`config.mk`:
```
export PLATFORM = sky130hd
export DESIGN_NAME = inst_fifo
export DESIGN_NICKNAME = d
export VERILOG_FILES = /design/src/rtl/inst_fifo_pkg.sv /design/src/rtl/inst_fifo_mem.sv /design/src/rtl/inst_fifo.sv
export SDC_FILE = /design/constraint.sdc
export NUM_CORES = 1
export LEC_CHECK = 0
export ABC_AREA = 1
export CAP_MARGIN = 20
export CORE_MARGIN = 2
export CORE_UTILIZATION = 60
export CTS_CLUSTER_DIAMETER = 30
export DETAILED_ROUTE_END_ITERATION = 16
export GPL_ROUTABILITY_DRIVEN = 0
export PLACE_DENSITY = 0.77
export SETUP_SLACK_MARGIN = 0.3
export SYNTH_ARGS = -nofsm -noshare
export SYNTH_HDL_FRONTEND = slang
export SYNTH_HIERARCHICAL = 1
export SYNTH_SLANG_ARGS = --single-unit
```
`constraint.sdc`:
```
create_clock -name clk -period 5.75 [get_ports clk]
set_input_delay 0.8625 -clock clk [delete_from_list [all_inputs] [get_ports clk]]
set_output_delay 0.8625 -clock clk [all_outputs]
set_load 0.02 [all_outputs]
```
`src/rtl/inst_fifo_pkg.sv`:
```
// Shared types for the fetch-to-decode instruction queue.
// One entry carries the fetch PC, the instruction word and the fetch address-error flag.
package inst_fifo_pkg;

    localparam int unsigned INST_FIFO_DEPTH_DEFAULT = 8;

    typedef struct packed {
        logic [31:0] pc;
        logic [31:0] instr;
        logic        adel;
    } inst_entry_t;

endpackage

```
`src/rtl/inst_fifo_mem.sv`:
```
// Entry storage for inst_fifo: one synchronous write port, one asynchronous read port.
// Contents are never reset; inst_fifo masks the read data while the queue is empty.
module inst_fifo_mem
    import inst_fifo_pkg::*;
#(
    parameter int unsigned DEPTH = INST_FIFO_DEPTH_DEFAULT
) (
    input  logic                     clk,
    input  logic                     we,
    input  logic [$clog2(DEPTH)-1:0] waddr,
    input  inst_entry_t              wdata,
    input  logic [$clog2(DEPTH)-1:0] raddr,
    output inst_entry_t              rdata
);

    inst_entry_t mem_q [DEPTH];

    always_ff @(posedge clk) begin
        if (we) begin
            mem_q[waddr] <= wdata;
        end
    end

    assign rdata = mem_q[raddr];

endmodule

```
`src/rtl/inst_fifo.sv`:
```
// Instruction queue between fetch and decode: pointers, occupancy and flush control.
// Full/empty derive from the registered count only, so a pop cannot free space for a same-edge push.
module inst_fifo
    import inst_fifo_pkg::*;
#(
    parameter int unsigned DEPTH = INST_FIFO_DEPTH_DEFAULT
) (
    input  logic                   clk,
    input  logic                   rst,
    input  logic                   flush,
    input  logic                   push_valid,
    output logic                   push_ready,
    input  logic [31:0]            push_pc,
    input  logic [31:0]            push_instr,
    input  logic                   push_adel,
    output logic                   pop_valid,
    input  logic                   pop_ready,
    output logic [31:0]            pop_pc,
    output logic [31:0]            pop_instr,
    output logic                   pop_adel,
    output logic [$clog2(DEPTH):0] count
);

    localparam int unsigned PW = $clog2(DEPTH);
    localparam int unsigned CW = $clog2(DEPTH) + 1;

    logic [PW-1:0] rd_ptr_q, rd_ptr_d;
    logic [PW-1:0] wr_ptr_q, wr_ptr_d;
    logic [CW-1:0] count_q, count_d;

    logic        full;
    logic        empty;
    logic        push_fire;
    logic        pop_fire;
    inst_entry_t wr_entry;
    inst_entry_t rd_entry;

    assign full      = (count_q == CW'(DEPTH));
    assign empty     = (count_q == '0);
    assign push_fire = push_valid & ~full;
    assign pop_fire  = pop_ready & ~empty;

    always_comb begin
        rd_ptr_d = rd_ptr_q;
        wr_ptr_d = wr_ptr_q;
        count_d  = count_q;
        if (flush) begin
            rd_ptr_d = '0;
            wr_ptr_d = '0;
            count_d  = '0;
        end else begin
            // DEPTH is a power of two, so pointer overflow is the modulo wrap.
            if (push_fire) wr_ptr_d = wr_ptr_q + PW'(1);
            if (pop_fire)  rd_ptr_d = rd_ptr_q + PW'(1);
            case ({push_fire, pop_fire})
                2'b10:   count_d = count_q + CW'(1);
                2'b01:   count_d = count_q - CW'(1);
                default: count_d = count_q;
            endcase
        end
    end

    always_ff @(posedge clk or posedge rst) begin
        if (rst) begin
            rd_ptr_q <= '0;
            wr_ptr_q <= '0;
            count_q  <= '0;
        end else begin
            rd_ptr_q <= rd_ptr_d;
            wr_ptr_q <= wr_ptr_d;
            count_q  <= count_d;
        end
    end

    always_comb begin
        wr_entry       = '0;
        wr_entry.pc    = push_pc;
        wr_entry.instr = push_instr;
        wr_entry.adel  = push_adel;
    end

    inst_fifo_mem #(
        .DEPTH(DEPTH)
    ) u_mem (
        .clk  (clk),
        .we   (push_fire & ~flush),
        .waddr(wr_ptr_q),
        .wdata(wr_entry),
        .raddr(rd_ptr_q),
        .rdata(rd_entry)
    );

    // An empty queue presents a NOP so stale storage never reaches decode.
    always_comb begin
        pop_pc    = '0;
        pop_instr = '0;
        pop_adel  = 1'b0;
        if (!empty) begin
            pop_pc    = rd_entry.pc;
            pop_instr = rd_entry.instr;
            pop_adel  = rd_entry.adel;
        end
    end

    assign pop_valid  = ~empty;
    assign push_ready = ~full;
    assign count      = count_q;

endmodule

```
==> impl_metrics.ini <==
[clock_network]
postCtsSetupRepairBufs = 0
path_clk_slew_ps = 50
clkLatencyLatePin_ps = 630
cts_buffer_depth = 3
cts-root-buf = clkbuf_16
cts-hold-fix-buffers = 0
clock-sinks = 530
cts_buffers = 101
ctsResizeCount = 0
htree_levels = 3
tritoncts = built

[final_layout]
final_area_sq_um = 29400
final_common_cell = nand2_1
final_cells = 3263
nFillCells = 2490
drive_gt1_share_pct = 8.74
area_growth_pct = 23.3
final_net_count = 2722
regArea_sq_um = 15900
utilization_pct = 74.5
multi_input_area_sq_um = 5190
final_cell_mix = nand2_1, inv_1, edfxtp_1

[sta]
post-route-period-util_pct = 79.7
relSlewSlack_pct = 29.8
fin_crit_ps = 4580
max_freq_mhz = 218
rsz0062_at_grt = no
fin_setup_tns_ps = 0
finClkSkew_ps = 28.9
whs_ps = 537
setup_ws_ps = 1170
setup_violations = 0
finalHoldViolCount = 0
slew_violations = 0
worst_pin_slew_ps = 1050

[synthesis]
synth_edf_count = 520
ys_seq_area_share_pct = 66.5
syn_area_sq_um = 23900
synth_top_flop_cell = edfxtp_1
yosysUniqueCellTypes = 27
yosysWarnings = 6
ys_seq_elements = 530
syn_area_per_cell_sq_um = 9.60
async_flop_share_pct = 1.89
synth_cells = 2486
synth_nets = 2560

[placement]
dp_cells = 3068
pre_cts_slack_ps = 1850
dp_hpwl_um = 27700
place_area_sq_um = 25700
portBuffers = 140

[critical_path]
r2r-end = u_mem/mem_q[6][43]
timing.rr.start = count[0]
r2r_slack_ps = 2860
endpoint_kind = primary output
startpoint_type = register
worst_path_most_repeated_cell = nand2_1
crit_type = reg2out
crit_arrival_ps = 3720
worstPathCellList = inv_6 > buf_12 > nand2_1 > nand3_1 > nand2_1 > nand2_1 > nand2_1 > inv_1 > nor2_1 > clkdlybuf4s50_1
path_max_fanout = 90
crit_family = buffers and inverters
required_ps = 4890
rr_worst_depth = 7
cpPeakStageDelay_ps = 850
critPathBufInv = 4
cpMaxStageDelayCell = dfrtp_4

[global_route]
track_usage_pct = 27.4
gr-usage-met2_pct = 46.5
grt_max_degree = 91
overflow = 0
use_met1_pct = 34.3
grt_antenna_before_repair = 6
grt_pass1_wl_um = 87600
top_usage_layer = met2
grt_pass1_vias = 17197
met3_usage_pct = 5.37

[routing]
dr_total_vias = 16887
avgRoutedWirePerCell_um = 17.1
firstDrtPassIters = 5
via_per_inst = 5.18
ant_nets = 0
drtIter0Drc = 1474
wirelength_um = 55700
drc = 0

[die]
core-area_sq_um = 39500
fp-row-count = 73
ios = 141
start_util_pct = 60.5
die_area_sq_um = 41400
dieHeight_um = 203
die_w_um = 203

[power_and_ir_drop]
power.total_mw = 15.1
vdd_drop_max_v = 0.000864
power_leakage_nw = 13.5
power.density_nw_per_um2 = 514

[worst_hold_path]
hold_path.class = in2async

[outcome]
run_status = finished clean

[job]
maxCapViolations = 0
how the worst max path moves through the flow:
stage                startpoint           endpoint  slack, ps  depth (start not counted)
floorplan            push_valid  u_mem/mem_q[1][0]       1290                          4
global placement    rd_ptr_q[0]         pop_pc[31]       1880                         10
detailed placement  rd_ptr_q[0]      pop_instr[16]       1850                         10
CTS                 rd_ptr_q[0]      pop_instr[16]       1160                         10
global route        rd_ptr_q[0]          pop_pc[4]        950                         10
finish              rd_ptr_q[0]      pop_instr[16]       1170                         10
cells in the mapped netlist (3+ instances only):
library cell	instances	area, sq um
nand2_2	4	25.0
nand3_1	266	1330
inv_2	5	18.8
buf_2	61	305
nand2_1	864	3240
clkbuf_1	20	75.1
buf_4	22	165
inv_1	601	2260
edfxtp_1	520	15600
o21ai_0	4	20.0
ha_1	4	50.1
nor2_1	82	308
a21oi_1	3	15.0
dfrtp_1	10	250
report_power, final:
group,internal [mW],switching (mW),total (mW)
sequential,4.37,0.158,4.53
combinational,1.55,2.82,4.37
clock,4.14,2.07,6.21
registers in the layout, summed over array words and instances, names as in the netlist:
register,cells
rd_ptr_q,3
count,4
u_mem/mem_q,520
wr_ptr_q,3
kinds of logic after synthesis:
logic type | synth area share [%]
and+or+nand+nor | 21.0
buffers and inverters | 12.0
DFF | 66.5
AOI/OAI and AO/OA | 0.257
adders and majority gates | 0.210
xor gates and xnor gates | 0.0734
cell type report:
| type | count | share of cell area [%] |
|---|---|---|
| timing repair buffer | 166 | 5.84 |
| clock inverter | 87 | 3.77 |
| inverter | 608 | 7.80 |
| tap | 525 | 2.23 |
| clock buffer | 104 | 8.70 |
| sequential | 530 | 54.0 |
| antenna | 2 | 0.0170 |
| multi-input combinational | 1241 | 17.7 |
layer usage:
layer  up-vias  part of all wire [%]
li1       8011                     -
met2       780                    50
met5         -                  0.10
met1      7949                    39
met4         8                   2.8
met3       139                   8.2
(Power assumes the default switching activity.)
